`config.mk`:
```
export PLATFORM = sky130hd
export DESIGN_NAME = mem_access_unit
export DESIGN_NICKNAME = d
export VERILOG_FILES = /design/src/rtl/xm23_mem_pkg.sv /design/src/rtl/mem_addr_gen.sv /design/src/rtl/mem_access_unit.sv
export SDC_FILE = /design/constraint.sdc
export NUM_CORES = 1
export LEC_CHECK = 0
export ABC_AREA = 0
export CAP_MARGIN = 0
export CORE_ASPECT_RATIO = 1.1
export CORE_UTILIZATION = 69
export CTS_CLUSTER_DIAMETER = 30
export DETAILED_ROUTE_END_ITERATION = 8
export DONT_BUFFER_PORTS = 1
export PLACE_DENSITY = 0.95
export SETUP_SLACK_MARGIN = 0.02
export SYNTH_ARGS = -nofsm -noshare
export SYNTH_HDL_FRONTEND = slang
export SYNTH_SLANG_ARGS = --single-unit
```
`constraint.sdc`:
```
create_clock -name clk -period 4.6 [get_ports clk]
set_input_delay 0.46 -clock clk [delete_from_list [all_inputs] [get_ports clk]]
set_output_delay 0.46 -clock clk [all_outputs]
set_load 0.02 [all_outputs]
```
`src/rtl/xm23_mem_pkg.sv`:
```
// Shared types for the XM23 memory-access stage: FSM state encoding,
// addressing-mode bundle and address step constants.
package xm23_mem_pkg;

  typedef enum logic [1:0] {
    ST_IDLE = 2'd0,
    ST_REQ  = 2'd1,
    ST_RESP = 2'd2
  } state_e;

  // Decoded addressing-mode bits of one LD/ST/LDR/STR operation.
  typedef struct packed {
    logic pre;
    logic inc;
    logic dec;
    logic rel;
    logic store;
    logic byte_op;
  } amode_t;

  // Step applied by inc/dec: unit step for word-only memories,
  // byte-addressed step sizes when byte lanes are supported.
  localparam int STEP_UNIT   = 1;
  localparam int STEP_WORD_B = 2;
  localparam int STEP_BYTE_B = 1;

endpackage

```
`src/rtl/mem_addr_gen.sv`:
```
// Combinational effective-address and base-update computation.
// Step size depends on MEM_ACCESS_BYTE_EN (byte-addressed steps when defined).
module mem_addr_gen
  import xm23_mem_pkg::*;
#(
  parameter int DATA_W = 16,
  parameter int ADDR_W = 16,
  parameter int OFF_W  = 7
) (
  input  amode_t              mode,
  input  logic [DATA_W-1:0]   base,
  input  logic [OFF_W-1:0]    off,
  output logic [ADDR_W-1:0]   addr,
  output logic [DATA_W-1:0]   upd,
  output logic                upd_en
);

  logic [ADDR_W-1:0] base_a;
  logic [ADDR_W-1:0] off_x;
  logic [ADDR_W-1:0] step_a;
  logic [ADDR_W-1:0] up_a;
  logic [ADDR_W-1:0] dn_a;
  logic [ADDR_W-1:0] upd_a;
  logic              unused_mode;

  // Store/byte bits only matter to the caller (or to step selection).
`ifdef MEM_ACCESS_BYTE_EN
  assign unused_mode = mode.store;
`else
  assign unused_mode = mode.store ^ mode.byte_op;
`endif

  // Address arithmetic is modulo 2^ADDR_W; wrap-around is silent.
  always_comb begin
    base_a = base[ADDR_W-1:0];
    off_x  = ADDR_W'($signed(off));
`ifdef MEM_ACCESS_BYTE_EN
    step_a = mode.byte_op ? ADDR_W'(STEP_BYTE_B) : ADDR_W'(STEP_WORD_B);
`else
    step_a = ADDR_W'(STEP_UNIT);
`endif
    up_a   = base_a + step_a;
    dn_a   = base_a - step_a;
    addr   = base_a;
    upd_a  = base_a;
    upd_en = 1'b0;
    if (mode.rel) begin
      addr = base_a + off_x;
    end else if (mode.inc) begin
      // inc wins when both inc and dec are set
      upd_en = 1'b1;
      upd_a  = up_a;
      if (mode.pre) addr = up_a;
    end else if (mode.dec) begin
      upd_en = 1'b1;
      upd_a  = dn_a;
      if (mode.pre) addr = dn_a;
    end
    upd = DATA_W'(upd_a);
  end

endmodule

```
`src/rtl/mem_access_unit.sv`:
```
// XM23 memory-access stage: one LD/ST/LDR/STR at a time, req/ack memory
// transaction, then one-cycle load (wb_*) and base-update (ab_*) pulses.
// Optional byte-lane support is enabled by defining MEM_ACCESS_BYTE_EN.
//
// Handshakes: an op transfers on a clock edge where op_valid && op_ready;
// the source holds the op stable until then. A memory transaction transfers
// on the edge where mem_req && mem_ack; mem_req/mem_addr/mem_we/mem_wdata
// stay stable until that edge, and mem_ack with mem_req low is ignored.
module mem_access_unit
  import xm23_mem_pkg::*;
#(
  parameter int DATA_W = 16,
  parameter int ADDR_W = 16,
  parameter int OFF_W  = 7,
  parameter int RIDX_W = 3
) (
  input  logic              clk,
  input  logic              rst,
  input  logic              op_valid,
  output logic              op_ready,
  input  logic              op_store,
  input  logic              op_rel,
  input  logic              op_pre,
  input  logic              op_inc,
  input  logic              op_dec,
`ifdef MEM_ACCESS_BYTE_EN
  input  logic              op_byte,
`endif
  input  logic [DATA_W-1:0] op_base,
  input  logic [RIDX_W-1:0] op_base_idx,
  input  logic [DATA_W-1:0] op_data,
  input  logic [OFF_W-1:0]  op_off,
  input  logic [RIDX_W-1:0] op_dst_idx,
  output logic              mem_req,
  output logic              mem_we,
  output logic [ADDR_W-1:0] mem_addr,
  output logic [DATA_W-1:0] mem_wdata,
`ifdef MEM_ACCESS_BYTE_EN
  output logic [1:0]        mem_be,
  output logic              wb_byte,
`endif
  input  logic              mem_ack,
  input  logic [DATA_W-1:0] mem_rdata,
  output logic              wb_valid,
  output logic [RIDX_W-1:0] wb_idx,
  output logic [DATA_W-1:0] wb_data,
  output logic              ab_valid,
  output logic [RIDX_W-1:0] ab_idx,
  output logic [DATA_W-1:0] ab_data,
  output logic              stall,
  output logic [1:0]        dbg_state
);

  amode_t            mode_in;
  logic [ADDR_W-1:0] gen_addr;
  logic [DATA_W-1:0] gen_upd;
  logic              gen_upd_en;

  state_e            state_q,     state_d;
  logic              mem_req_q,   mem_req_d;
  logic              mem_we_q,    mem_we_d;
  logic [ADDR_W-1:0] mem_addr_q,  mem_addr_d;
  logic [DATA_W-1:0] mem_wdata_q, mem_wdata_d;
  logic              wb_valid_q,  wb_valid_d;
  logic [RIDX_W-1:0] wb_idx_q,    wb_idx_d;
  logic [DATA_W-1:0] wb_data_q,   wb_data_d;
  logic              ab_valid_q,  ab_valid_d;
  logic [RIDX_W-1:0] ab_idx_q,    ab_idx_d;
  logic [DATA_W-1:0] ab_data_q,   ab_data_d;
  logic              upd_en_q,    upd_en_d;
`ifdef MEM_ACCESS_BYTE_EN
  logic [1:0]        mem_be_q,    mem_be_d;
  logic              wb_byte_q,   wb_byte_d;
  logic              byte_q,      byte_d;
`endif

  // Bundle the incoming mode bits for the address generator.
  always_comb begin
    mode_in.pre   = op_pre;
    mode_in.inc   = op_inc;
    mode_in.dec   = op_dec;
    mode_in.rel   = op_rel;
    mode_in.store = op_store;
`ifdef MEM_ACCESS_BYTE_EN
    mode_in.byte_op = op_byte;
`else
    mode_in.byte_op = 1'b0;
`endif
  end

  mem_addr_gen #(
    .DATA_W (DATA_W),
    .ADDR_W (ADDR_W),
    .OFF_W  (OFF_W)
  ) u_addr_gen (
    .mode   (mode_in),
    .base   (op_base),
    .off    (op_off),
    .addr   (gen_addr),
    .upd    (gen_upd),
    .upd_en (gen_upd_en)
  );

  // Next-state and next-output logic for the IDLE -> REQ -> RESP sequence.
  always_comb begin
    state_d     = state_q;
    mem_req_d   = mem_req_q;
    mem_we_d    = mem_we_q;
    mem_addr_d  = mem_addr_q;
    mem_wdata_d = mem_wdata_q;
    wb_valid_d  = wb_valid_q;
    wb_idx_d    = wb_idx_q;
    wb_data_d   = wb_data_q;
    ab_valid_d  = ab_valid_q;
    ab_idx_d    = ab_idx_q;
    ab_data_d   = ab_data_q;
    upd_en_d    = upd_en_q;
`ifdef MEM_ACCESS_BYTE_EN
    mem_be_d    = mem_be_q;
    wb_byte_d   = wb_byte_q;
    byte_d      = byte_q;
`endif
    case (state_q)
      ST_IDLE: begin
        if (op_valid) begin
          state_d     = ST_REQ;
          mem_req_d   = 1'b1;
          mem_we_d    = op_store;
          mem_addr_d  = gen_addr;
          mem_wdata_d = op_data;
          wb_idx_d    = op_dst_idx;
          ab_idx_d    = op_base_idx;
          ab_data_d   = gen_upd;
          upd_en_d    = gen_upd_en;
`ifdef MEM_ACCESS_BYTE_EN
          byte_d      = op_byte;
          if (op_byte) begin
            // low byte on both lanes; byte enable picks the lane
            mem_wdata_d = DATA_W'({op_data[7:0], op_data[7:0]});
            mem_be_d    = gen_addr[0] ? 2'b10 : 2'b01;
          end else begin
            mem_be_d    = 2'b11;
          end
`endif
        end
      end
      ST_REQ: begin
        if (mem_ack) begin
          state_d    = ST_RESP;
          mem_req_d  = 1'b0;
          mem_we_d   = 1'b0;
          wb_valid_d = ~mem_we_q;
          ab_valid_d = upd_en_q;
          wb_data_d  = mem_rdata;
`ifdef MEM_ACCESS_BYTE_EN
          wb_byte_d  = byte_q & ~mem_we_q;
          if (byte_q) begin
            wb_data_d = DATA_W'(mem_addr_q[0] ? mem_rdata[15:8] : mem_rdata[7:0]);
          end
`endif
        end
      end
      ST_RESP: begin
        state_d    = ST_IDLE;
        wb_valid_d = 1'b0;
        ab_valid_d = 1'b0;
`ifdef MEM_ACCESS_BYTE_EN
        wb_byte_d  = 1'b0;
`endif
      end
      default: begin
        state_d = ST_IDLE;
      end
    endcase
  end

  // State and registered outputs; synchronous reset abandons any op.
  always_ff @(posedge clk) begin
    if (rst) begin
      state_q     <= ST_IDLE;
      mem_req_q   <= 1'b0;
      mem_we_q    <= 1'b0;
      mem_addr_q  <= '0;
      mem_wdata_q <= '0;
      wb_valid_q  <= 1'b0;
      wb_idx_q    <= '0;
      wb_data_q   <= '0;
      ab_valid_q  <= 1'b0;
      ab_idx_q    <= '0;
      ab_data_q   <= '0;
      upd_en_q    <= 1'b0;
`ifdef MEM_ACCESS_BYTE_EN
      mem_be_q    <= 2'b00;
      wb_byte_q   <= 1'b0;
      byte_q      <= 1'b0;
`endif
    end else begin
      state_q     <= state_d;
      mem_req_q   <= mem_req_d;
      mem_we_q    <= mem_we_d;
      mem_addr_q  <= mem_addr_d;
      mem_wdata_q <= mem_wdata_d;
      wb_valid_q  <= wb_valid_d;
      wb_idx_q    <= wb_idx_d;
      wb_data_q   <= wb_data_d;
      ab_valid_q  <= ab_valid_d;
      ab_idx_q    <= ab_idx_d;
      ab_data_q   <= ab_data_d;
      upd_en_q    <= upd_en_d;
`ifdef MEM_ACCESS_BYTE_EN
      mem_be_q    <= mem_be_d;
      wb_byte_q   <= wb_byte_d;
      byte_q      <= byte_d;
`endif
    end
  end

  assign op_ready  = (state_q == ST_IDLE);
  assign stall     = (state_q != ST_IDLE);
  assign dbg_state = state_q;
  assign mem_req   = mem_req_q;
  assign mem_we    = mem_we_q;
  assign mem_addr  = mem_addr_q;
  assign mem_wdata = mem_wdata_q;
  assign wb_valid  = wb_valid_q;
  assign wb_idx    = wb_idx_q;
  assign wb_data   = wb_data_q;
  assign ab_valid  = ab_valid_q;
  assign ab_idx    = ab_idx_q;
  assign ab_data   = ab_data_q;
`ifdef MEM_ACCESS_BYTE_EN
  assign mem_be    = mem_be_q;
  assign wb_byte   = wb_byte_q;
`endif

endmodule

```
==> results of run 1 <==
placed cells by master (no fill, tap or decap), types with 3 or more instances in the layout:
cell type	instances
o211ai_1	3
a31oi_1	3
ha_1	17
nor2b_1	3
a21o_1	4
nand2_1	119
xor2_1	9
nor2_1	53
a211oi_1	11
nor3_1	15
a21oi_1	69
inv_1	13
and4_1	6
nor4_1	3
and3_1	10
clkbuf_8	9
xnor2_1	18
mux2i_1	8
a22oi_1	5
dfxtp_1	77
a311oi_1	8
o221ai_1	8
nand3_1	8
nand2b_1	3
o21ai_0	28
nand4_1	8
or3_1	8
and2_1	3
worst max path at each step:
| stage | startpoint | to | slack [ps] | cells after the start |
|---|---|---|---|---|
| after floorplan | op_base[1] | mem_addr[12]$_SDFFE_PP0P_ | 2060 | 8 |
| after global placement | op_base[1] | mem_addr[12]$_SDFFE_PP0P_ | 1980 | 8 |
| after detailed placement | op_base[1] | mem_addr[12]$_SDFFE_PP0P_ | 1910 | 8 |
| after CTS | dbg_state[1]$_SDFFE_PP0P_ | mem_addr[9]$_SDFFE_PP0P_ | 2180 | 5 |
| after global routing | dbg_state[1]$_SDFFE_PP0P_ | mem_addr[15]$_SDFFE_PP0P_ | 1990 | 5 |
| final | dbg_state[1]$_SDFFE_PP0P_ | mem_addr[9]$_SDFFE_PP0P_ | 2140 | 5 |
sequential cells by signal, summed over array words and instances, names as in the netlist:
signal and cells:
ab_data 16, mem_addr 16, mem_wdata 16, wb_data 16, ab_idx 3, wb_idx 3
dbg_state 2, ab_valid 1, mem_req 1, mem_we 1, upd_en_q 1, wb_valid 1
routing by layer:
metal	vias to the layer above	GRT usage	part of all wire	routed length, um
met1	2097	0.4075	0.37	4619
met4	0	0.1412	0.019	242
met2	297	0.6061	0.51	6360
li1	2138	-	-	-
met5	-	0	0	0
met3	33	0.08229	0.11	1353
worst max-delay path: cells and delay by family (launching register included):
| family | cells | cell delay, ps |
|---|---|---|
| AND/OR/NAND/NOR | 3 | 1610 |
| AO/OA/AOI/OAI | 2 | 300 |
| flip-flops | 1 | 480 |
report_power, final:
part	internal, uW	switching [uW]	total [uW]
clock network	309	263	572
registers	712	91.4	804
logic	109	157	266
total	1130	511	1640
kinds of logic (layout without fill, tap and decap cells):
kind of cell / Yosys count / in the layout / share of synthesized area
simple gates: 255 / 255 / 0.2561
compound gates: 170 / 170 / 0.2343
flops: 77 / 77 / 0.3325
buf+inv: 59 / 31 / 0.05047
xor+xnor: 27 / 27 / 0.05101
fa+ha+maj: 18 / 18 / 0.05020
mux: 11 / 11 / 0.02537
final cells by class:
class | instances | area (um2) | share of cell area
multi-input combinational | 481 | 2865 | 0.5984
sequential | 77 | 1541 | 0.3219
clock buffer | 9 | 123.9 | 0.02587
tap | 80 | 100.1 | 0.02090
clock inverter | 7 | 97.59 | 0.02038
inverter | 14 | 52.55 | 0.01097
timing repair buffer | 1 | 7.507 | 0.001568
metrics by stage:
step           setup slack (ps)    util
2_1_floorplan              2063       -
6_report                   2142  0.7548
4_1_cts                    2181  0.7548
3_5_place_dp               1911  0.7199
3_3_place_gp               1980  0.7199
5_1_grt                    1993  0.7548
==> key figures, run 1 <==
Place
  • DP HPWL: 9.053 mm
  • Placed cells: 653
  • DP Area: 0.004567 mm2
  • RePlAce Congestion: 0.9784
  • # port buffers: 0

Worst setup path
  • Max incr delay on CP: 860 ps
  • Crit-path max FO: 36
  • Max stage delay cell, worst path: or3b_2
  • Critical path arrival: 2730 ps
  • R2R setup slack: 2140 ps
  • Worst r2r dst: mem_addr[9]$_SDFFE_PP0P_
  • Critical path class: reg -> reg
  • Setup crit end kind: register
  • Reg2Reg Depth: 5
  • Required @ worst endpoint: 4870 ps
  • RR Startpoint: dbg_state[1]$_SDFFE_PP0P_
  • Crit-path cells: or3b_2 > nor2_1 > nand2_1 > a2bb2oi_1 > o21ai_0
  • Worst Setup Start Kind: register

Floorplan
  • Die X: 80.15 um
  • I/O pin count: 148
  • Die Ht: 87.97 um
  • Starting density of the core: 0.7308
  • Rows: 30
  • Core Area: 0.006344 mm2
  • Total die area: 0.007050 mm2

Yosys
  • FF+latch count, synth: 77
  • Yosys top cell area share: 0.3325
  • Avg Cell Area, Syn: 7.513 um2
  • Most frequent cells after synthesis: nand2_1 (119), dfxtp_1 (77), a21oi_1 (69)
  • Register area share after synthesis: 0.3325
  • Gate Count Post-Synth: 617
  • Synthesized area: 0.004636 mm2
  • Post-synth EDFFs: 0
  • Most frequent cell after synthesis: nand2_1
  • Cell taking the most area after synthesis: dfxtp_1
  • Top_reg_cell synth: dfxtp_1
  • Synthesized Nets: 705
  • Async S/R FF share, synth: 0
  • Synth warn: 0
  • Distinct cells, synth: 68
  • Dominant cells by area after synthesis: dfxtp_1 (33%), nand2_1 (9.6%), a21oi_1 (7.4%), ha_1 (4.6%), nor2_1 (4.3%)

Flow run
  • Max-cap violations: 0

Timing
  • Relative slew slack: 0.3991
  • Slew Viols, Final: 0
  • Setup-failing EPs final: 0
  • Hold Slack: 175.6 ps
  • Hold violation count in the final report: 0
  • Fmax: 0.4069 GHz
  • Setup TNS: 0 ps
  • Worst-Margin Slew: 898.0 ps
  • Period utilisation layout: 0.5343
  • RSZ-0062 raised after global routing: false
  • Tmin final: 2458 ps
  • Skew final: 10.77 ps

Global route
  • GRT Util Overall: 0.3467
  • Initial antenna violation count: 0
  • GRT overflow: 0
  • Vias in the first global route: 4,022
  • Largest net degree at the start of global routing: 72
  • First-pass GRT wire length: 19.07 mm

Detailed routing
  • DR iter-0 viols: 333
  • Vias: 4,565
  • Remaining DRCs: 0
  • Detailed Routing Iterations Pass 1: 5
  • Final WL: 12.58 mm
  • DR WL/cell: 18.80 um
  • Drt via density: 6.824
  • Routed Antenna Nets: 0

Power and ir drop
  • Pwr/cell area: 342.9 mW/mm2
  • VDD IR-drop max: 0.2695 mV
  • Pleak: 0.001755 uW
  • Power Total: 1642 uW

Hold path
  • Hold Path Origin: rst
  • Hold path depth: 1
  • Hold Path Class: in -> reg
  • Hold Path Sink: wb_idx[2]$_SDFFE_PP0P_

Clocking
  • Root buf cell: clkbuf_8
  • Post-CTS setup buffers: 0
  • CTS sink count: 77
  • Clock Path Buffers: 2
  • Hold-fix buffers, CTS: 0
  • Worst-Skew Late Latency: 340 ps
  • Cts repair resizes: 0
  • CTS buffer count: 9
  • Reg clk slew, reported paths: 90 ps
  • CTS tree: built
  • H-tree Lvls: 3

Final layout
  • Area grow syn2layout: 3.293%
  • Nets: 672
  • Layout Cells excl Fill: 669
  • Final instance area: 0.004788 mm2
  • Ant diodes: 0
  • Layout cell share with drive strength beyond 1: 0.04924
  • Filler instances: 466

Run status
  • Status: completed
No activity file was read; power rests on OpenSTA's default activity.
==> inputs of run 2 (changes only) <==
--- a/config.mk
+++ b/config.mk
@@ -8,11 +8,11 @@
 export ABC_AREA = 0
 export CAP_MARGIN = 0
 export CORE_ASPECT_RATIO = 1.1
-export CORE_UTILIZATION = 69
+export CORE_UTILIZATION = 64
 export CTS_CLUSTER_DIAMETER = 30
 export DETAILED_ROUTE_END_ITERATION = 8
 export DONT_BUFFER_PORTS = 1
-export PLACE_DENSITY = 0.95
+export PLACE_DENSITY = 0.9
 export SETUP_SLACK_MARGIN = 0.02
 export SYNTH_ARGS = -nofsm -noshare
 export SYNTH_HDL_FRONTEND = slang
==> constraint.sdc (replaced) <==
create_clock -name clk -period 2.45 [get_ports clk]
set_input_delay 0.245 -clock clk [delete_from_list [all_inputs] [get_ports clk]]
set_output_delay 0.245 -clock clk [all_outputs]
set_load 0.02 [all_outputs]
==> run 2 against run 1 <==
Effect of this change:
- via count down 2.3%
- global-route usage is 1.2 points lower
- combinational power rose by 100%
- die area is 7.6% higher
- design area grew 2.1%
- critical path depth up 3
- worst hold slack worse by 150 ps
- cell count up 2.2%
- first-iteration DRC count shrank 34%
- clock power increased by 77%
- critical path type is now in -> reg
- largest cell class unchanged
- highest routed layer unchanged
==> key figures, run 2 (synthesis results as in run 1) <==
Run status
  • Status: completed (unchanged)

Final layout
  • Commonest cells after routing, fill and taps aside: nand2_1 (119), dfxtp_1 (77), a21oi_1 (69) (unchanged)
  • Nets: 682 (was 672)
  • Area grow syn2layout: 5.425% (was 3.293%)
  • Ant diodes: 0 (unchanged)
  • Commonest non-fill, non-tap cell in the layout: nand2_1 (unchanged)
  • Final instance area: 0.004887 mm2 (was 0.004788 mm2)
  • Layout cell share with drive strength beyond 1: 0.06511 (was 0.04924)
  • Filler instances: 628 (was 466)

Timing
  • Worst-Margin Slew: 512.3 ps (was 898.0 ps)
  • Relative slew slack: 0.6549 (was 0.3991)
  • Skew final: 8.940 ps (was 10.77 ps)
  • Fmax: 0.4919 GHz
  • PnR worst setup slack: 417.1 ps (was 2142 ps)
  • Tmin final: 2033 ps
  • Period utilisation layout: 0.8298
  • Hold violation count in the final report: 0 (unchanged)
  • Slew Viols, Final: 0 (unchanged)
  • Setup TNS: 0 ps (unchanged)
  • Setup-failing EPs final: 0 (unchanged)
  • RSZ-0062 raised after global routing: false (unchanged)

Hold path
  • Hold Path Class: in -> reg (unchanged)

Place
  • Place WS: 72.88 ps (was 1911 ps)
  • DP Area: 0.004653 mm2 (was 0.004567 mm2)
  • # port buffers: 0 (unchanged)
  • DP HPWL: 9.235 mm (was 9.053 mm)
  • RePlAce Congestion: 0.9338 (was 0.9784)

Clocking
  • Reg clk slew, reported paths: 90 ps (about the same)
  • CTS tree: built (unchanged)
  • CTS buffer count: 9 (unchanged)
  • Root buf cell: clkbuf_8 (unchanged)
  • Worst-Skew Late Latency: 350 ps (was 340 ps)
  • CTS sink count: 77 (unchanged)
  • H-tree Lvls: 3 (unchanged)
  • Clock Path Buffers: 2 (unchanged)

Power and ir drop
  • Power Total: 3045 uW (was 1642 uW)
  • Comb pwr share: 0.176 (was 0.162)
  • Pwr/cell area: 623.0 mW/mm2 (was 342.9 mW/mm2)
  • Switching power: 977.8 uW (was 510.8 uW)
  • Int Power: 2067 uW (was 1131 uW)
  • VDD IR-drop max: 0.4564 mV (was 0.2695 mV)
  • Pleak: 0.001809 uW (was 0.001755 uW)
  • Switching power share of the total: 0.3212 (was 0.3111)
  • Sequential share of power: 0.493 (was 0.490)
  • Clk pwr share: 0.330 (was 0.349)

Global route
  • First-pass GRT wire length: 20.53 mm (was 19.07 mm)
  • Vias in the first global route: 4,212 (was 4,022)
  • GRT Util Overall: 0.3351 (was 0.3467)
  • Largest net degree at the start of global routing: 67 (was 72)
  • GRT overflow: 0 (unchanged)
  • Initial antenna violation count: 0 (unchanged)

Detailed routing
  • Detailed Routing Iterations Pass 1: 4 (was 5)
  • DR WL/cell: 18.35 um (was 18.80 um)
  • Drt via density: 6.519 (was 6.824)
  • Remaining DRCs: 0 (unchanged)
  • Final WL: 12.55 mm (was 12.58 mm)
  • Routed Antenna Nets: 0 (unchanged)
  • DR iter-0 viols: 221 (was 333)
  • Vias: 4,459 (was 4,565)

Worst setup path
  • Critical path arrival: 2300 ps (was 2730 ps)
  • Crit-path max FO: 9 (was 36)
  • Critical path class: in -> reg (was reg -> reg)
  • Crit-path cells: inv_1 > ha_1 > or4b_1 > or4_4 > mux2_4 > nor2_2 > o41a_2 > a311oi_1 (was or3b_2 > nor2_1 > nand2_1 > a2bb2oi_1 > o21ai_0)
  • Max incr delay on CP: 490 ps (was 860 ps)
  • Max stage delay cell, worst path: or4b_1 (was or3b_2)
  • Required @ worst endpoint: 2720 ps (was 4870 ps)
  • Setup crit end kind: register (unchanged)
  • Worst Setup Start Kind: primary input (was register)

Floorplan
  • Die X: 83.15 um (was 80.15 um)
  • Core Area: 0.007007 mm2 (was 0.006344 mm2)
  • Total die area: 0.007588 mm2 (was 0.007050 mm2)
  • Starting density of the core: 0.6616 (was 0.7308)
  • Die Ht: 91.26 um (was 87.97 um)
  • Rows: 32 (was 30)
  • I/O pin count: 148 (unchanged)

Flow run
  • Max-cap violations: 0 (unchanged)
==> run 2: critical path, delay by kind of cell <==
family | cells | cell delay [ps]
AND/OR/NAND/NOR | 3 | 980
AO/OA/AOI/OAI | 2 | 560
multiplexers | 1 | 220
adder cells (fa/ha/maj) | 1 | 210
buffers and inverters | 1 | 80
==> run 2: power groups by stage <==
stage | sequential, uW | combinational, uW | clock (uW)
2_1_floorplan | 1510 | 450 | 0
3_3_place_gp | 1530 | 491 | 0
3_5_place_dp | 1530 | 508 | 0
4_1_cts | 1500 | 532 | 1020
5_1_grt | 1510 | 601 | 1070
6_report | 1500 | 536 | 1010
==> run 2: area by class of cell <==
class / instances / area, um2 / share of cell area
multi-input combinational: 481 / 2865 / 0.5863
sequential: 77 / 1541 / 0.3154
clock buffer: 10 / 137.6 / 0.02816
timing repair buffer: 11 / 115.1 / 0.02355
tap: 85 / 106.4 / 0.02176
clock inverter: 6 / 68.82 / 0.01408
inverter: 14 / 52.55 / 0.01075
==> run 2: final timing paths <==
| kind | from | end | slack [ps] | depth (start not counted) |
|---|---|---|---|---|
| setup / recovery | op_base[1] | mem_addr[12]$_SDFFE_PP0P_ | 420 | 8 |
| hold / removal | op_base_idx[2] | ab_idx[2]$_SDFFE_PP0P_ | 20 | 2 |
| setup reg to reg | dbg_state[1]$_SDFFE_PP0P_ | mem_addr[11]$_SDFFE_PP0P_ | 570 | 5 |
| hold reg to reg | upd_en_q$_SDFFE_PP0P_ | upd_en_q$_SDFFE_PP0P_ | 470 | 2 |
==> run 2: stage by stage <==
step | utilization | instances | hold WS (ps)
floorplan | - | 617 | 381.0
global placement | 0.6641 | 667 | 320.2
detailed placement | 0.6641 | 667 | 321.5
CTS | 0.6975 | 684 | 11.77
global route | 0.6975 | 684 | 11.81
finish | 0.6975 | 684 | 22.11
==> run 2: layer usage <==
| metal | wire length (um) | track usage |
|---|---|---|
| met5 | 0 | 0 |
| met4 | 267 | 0.1351 |
| met3 | 1201 | 0.09909 |
| met2 | 6061 | 0.5683 |
| met1 | 5024 | 0.3950 |
==> run 2: what timing repair did <==
item / 4_1_cts / 5_1_grt
buffers inserted: 0 / 0
resized for setup: 0 / 0
endpoints found under the hold margin: 66 / 0
hold buffers: 1 / 0
==> inputs of run 3 (changes only) <==
--- a/config.mk
+++ b/config.mk
@@ -8,11 +8,11 @@
 export ABC_AREA = 0
 export CAP_MARGIN = 0
 export CORE_ASPECT_RATIO = 1.1
-export CORE_UTILIZATION = 64
+export CORE_UTILIZATION = 58
 export CTS_CLUSTER_DIAMETER = 30
 export DETAILED_ROUTE_END_ITERATION = 8
 export DONT_BUFFER_PORTS = 1
-export PLACE_DENSITY = 0.9
+export PLACE_DENSITY = 0.86
 export SETUP_SLACK_MARGIN = 0.02
 export SYNTH_ARGS = -nofsm -noshare
 export SYNTH_HDL_FRONTEND = slang
==> constraint.sdc (replaced) <==
create_clock -name clk -period 1.8 [get_ports clk]
set_input_delay 0.18 -clock clk [delete_from_list [all_inputs] [get_ports clk]]
set_output_delay 0.18 -clock clk [all_outputs]
set_load 0.02 [all_outputs]
==> run 3 against run 2 <==
Effect of this change:
- design area is 18% higher
- sequential share of layout area decreased by 4.8 points
- critical path depth shrank 2
- register-to-register slack got worse by 430 ps
- highest routed layer unchanged
==> key figures, run 3 (synthesis results as in run 1) <==
Run status
  • Status: completed (unchanged)

Power and ir drop
  • VDD IR-drop max: 0.5100 mV (was 0.4564 mV)
  • Power Total: 4502 uW (was 3045 uW)
  • Pwr/cell area: 781.9 mW/mm2 (was 623.0 mW/mm2)
  • Pleak: 0.002215 uW (was 0.001809 uW)

Floorplan
  • Die X: 87.24 um (was 83.15 um)
  • I/O pin count: 148 (unchanged)
  • Die Ht: 95.77 um (was 91.26 um)
  • Total die area: 0.008355 mm2 (was 0.007588 mm2)
  • Core Area: 0.007597 mm2 (was 0.007007 mm2)
  • Rows: 33 (was 32)
  • Starting density of the core: 0.6102 (was 0.6616)

Timing
  • Worst-Margin Slew: 479.3 ps (was 512.3 ps)
  • Skew final: 14.75 ps (was 8.940 ps)
  • Fmax: 0.5579 GHz
  • Tmin final: 1792 ps
  • Hold violation count in the final report: 0 (unchanged)
  • Setup-failing EPs final: 0 (unchanged)
  • PnR worst setup slack: 7.714 ps (was 417.1 ps)
  • RSZ-0062 raised after global routing: true (was false)
  • Slew Viols, Final: 0 (unchanged)
  • Relative slew slack: 0.6771 (was 0.6549)
  • Period utilisation layout: 0.9957

Worst setup path
  • R2R setup slack: 140 ps (was 570 ps)
  • Worst Setup Start Kind: primary input (unchanged)
  • Critical path class: in -> reg (unchanged)
  • Worst r2r dst: mem_addr[13]$_SDFFE_PP0P_ (was mem_addr[11]$_SDFFE_PP0P_)
  • Crit path to: mem_addr[12]$_SDFFE_PP0P_ (unchanged)
  • Setup crit start: op_base[10] (was op_base[1])
  • Critical path arrival: 2070 ps (was 2300 ps)
  • RR Startpoint: dbg_state[1]$_SDFFE_PP0P_ (unchanged)
  • Crit-path max FO: 11 (was 9)
  • Required @ worst endpoint: 2070 ps (was 2720 ps)
  • Reg2Reg Depth: 5 (unchanged)
  • Setup crit end kind: register (unchanged)

Final layout
  • Area of the multi-input gates: 0.002943 mm2 (was 0.002865 mm2)
  • Commonest non-fill, non-tap cell in the layout: nand2_1 (unchanged)
  • Filler instances: 568 (was 628)
  • Ant diodes: 0 (unchanged)
  • Layout Cells excl Fill: 789 (was 684)
  • Layout cell share with drive strength beyond 1: 0.1389 (was 0.06511)
  • Commonest cells after routing, fill and taps aside: nand2_1 (118), dfxtp_1 (77), a21oi_1 (69) (was nand2_1 (119), dfxtp_1 (77), a21oi_1 (69))
  • Area grow syn2layout: 24.21% (was 5.425%)
  • Register area: 0.001541 mm2 (unchanged)
  • Nets: 767 (was 682)

Place
  • Placed cells: 729 (was 667)
  • Place WS: -422.1 ps (was 72.88 ps)
  • # port buffers: 0 (unchanged)
  • DP HPWL: 9.937 mm (was 9.235 mm)
  • RePlAce Congestion: 0.9207 (was 0.9338)

Clocking
  • H-tree Lvls: 3 (unchanged)
  • Worst-Skew Late Latency: 360 ps (was 350 ps)
  • Clock Path Buffers: 2 (unchanged)
  • Reg clk slew, reported paths: 90 ps (about the same)
  • CTS tree: built (unchanged)
  • CTS sink count: 77 (unchanged)
  • Root buf cell: clkbuf_8 (unchanged)
  • CTS buffer count: 9 (unchanged)

Global route
  • Initial antenna violation count: 0 (unchanged)
  • Largest net degree at the start of global routing: 68 (was 67)
  • GRT Util Overall: 0.3448 (was 0.3351)
  • First-pass GRT wire length: 22.29 mm (was 20.53 mm)
  • Vias in the first global route: 4,621 (was 4,212)
  • GRT overflow: 0 (unchanged)

Detailed routing
  • Detailed Routing Iterations Pass 1: 6 (was 4)
  • DR WL/cell: 18.47 um (was 18.35 um)
  • Remaining DRCs: 0 (unchanged)
  • Drt via density: 6.183 (was 6.519)
  • DR iter-0 viols: 327 (was 221)
  • Vias: 4,878 (was 4,459)
  • Routed Antenna Nets: 0 (unchanged)
  • Final WL: 14.58 mm (was 12.55 mm)

Hold path
  • Hold path depth: 2 (unchanged)
  • Hold Path Class: in -> reg (unchanged)

Flow run
  • Max-cap violations: 0 (unchanged)
run 3: changes by cell type in the layout (fill, tap and decap cells not counted), sizes merged:
cell	before	now
buf	11	54
bufinv	1	2
clkbuf	10	12
clkinv	3	1
clkinvlp	1	0
dlygate4sd3	0	42
run 3: per-layer routing:
layer / global-route usage / share of wire / vias to the layer above / wire, um
met3: 0.1081 / 0.11 / 37 / 1565
met4: 0.1612 / 0.022 / 0 / 320
met1: 0.3936 / 0.39 / 2259 / 5656
li1: - / - / 2331 / -
met2: 0.5866 / 0.48 / 251 / 7032
met5: 0 / 0 / - / 0
run 3: where the power goes:
group	leakage, uW	total [uW]	switching, uW	internal (uW)
Combinational	0.00147	916	481	435
Sequential	0.000632	2050	230	1820
Clock	0.000118	1540	667	868
run 3: area by class of cell:
cell class / instances / share of cell area
multi-input combinational: 481 / 0.5111
sequential: 77 / 0.2677
timing repair buffer: 96 / 0.1475
clock buffer: 12 / 0.02694
tap: 105 / 0.02282
clock inverter: 4 / 0.01347
inverter: 14 / 0.01043
run 3: worst max-delay path, cell delays in order:
cell and delay [ps]:
or4_4 520, or4_4 560, mux2_4 220, nor2_2 30, o41a_2 370, a311oi_2 190
run 3: through the flow:
step | TNS, ps | instance area (um2) | hold WS, ps | utilization
4_1_cts | 0 | 5699 | 6.532 | 0.7502
2_1_floorplan | -750.1 | 4681 | 316.0 | -
3_5_place_dp | -2795 | 5019 | 258.4 | 0.6606
6_report | 0 | 5758 | 11.82 | 0.7579
3_3_place_gp | -2248 | 5019 | 253.9 | 0.6606
5_1_grt | -8.857 | 5758 | 25.58 | 0.7579
run 3: worst min-delay path by stage:
stage / startpoint / to / slack, ps
final: op_base[9] / mem_addr[9]$_SDFFE_PP0P_ / 10
after global routing: op_valid / dbg_state[0]$_SDFFE_PP0P_ / 30
after CTS: op_base[9] / mem_addr[9]$_SDFFE_PP0P_ / 7
after detailed placement: rst / mem_wdata[11]$_SDFFE_PP0P_ / 260
after global placement: rst / mem_wdata[11]$_SDFFE_PP0P_ / 250
after floorplan: op_base_idx[0] / ab_idx[0]$_SDFFE_PP0P_ / 320
run 3: repair_timing:
action	CTS	global route
gates resized for setup	0	11
setup endpoints to repair	1	9
hold endpoints to repair	67	0
buffers inserted	0	1
pin swaps	1	2
hold buffers	43	0
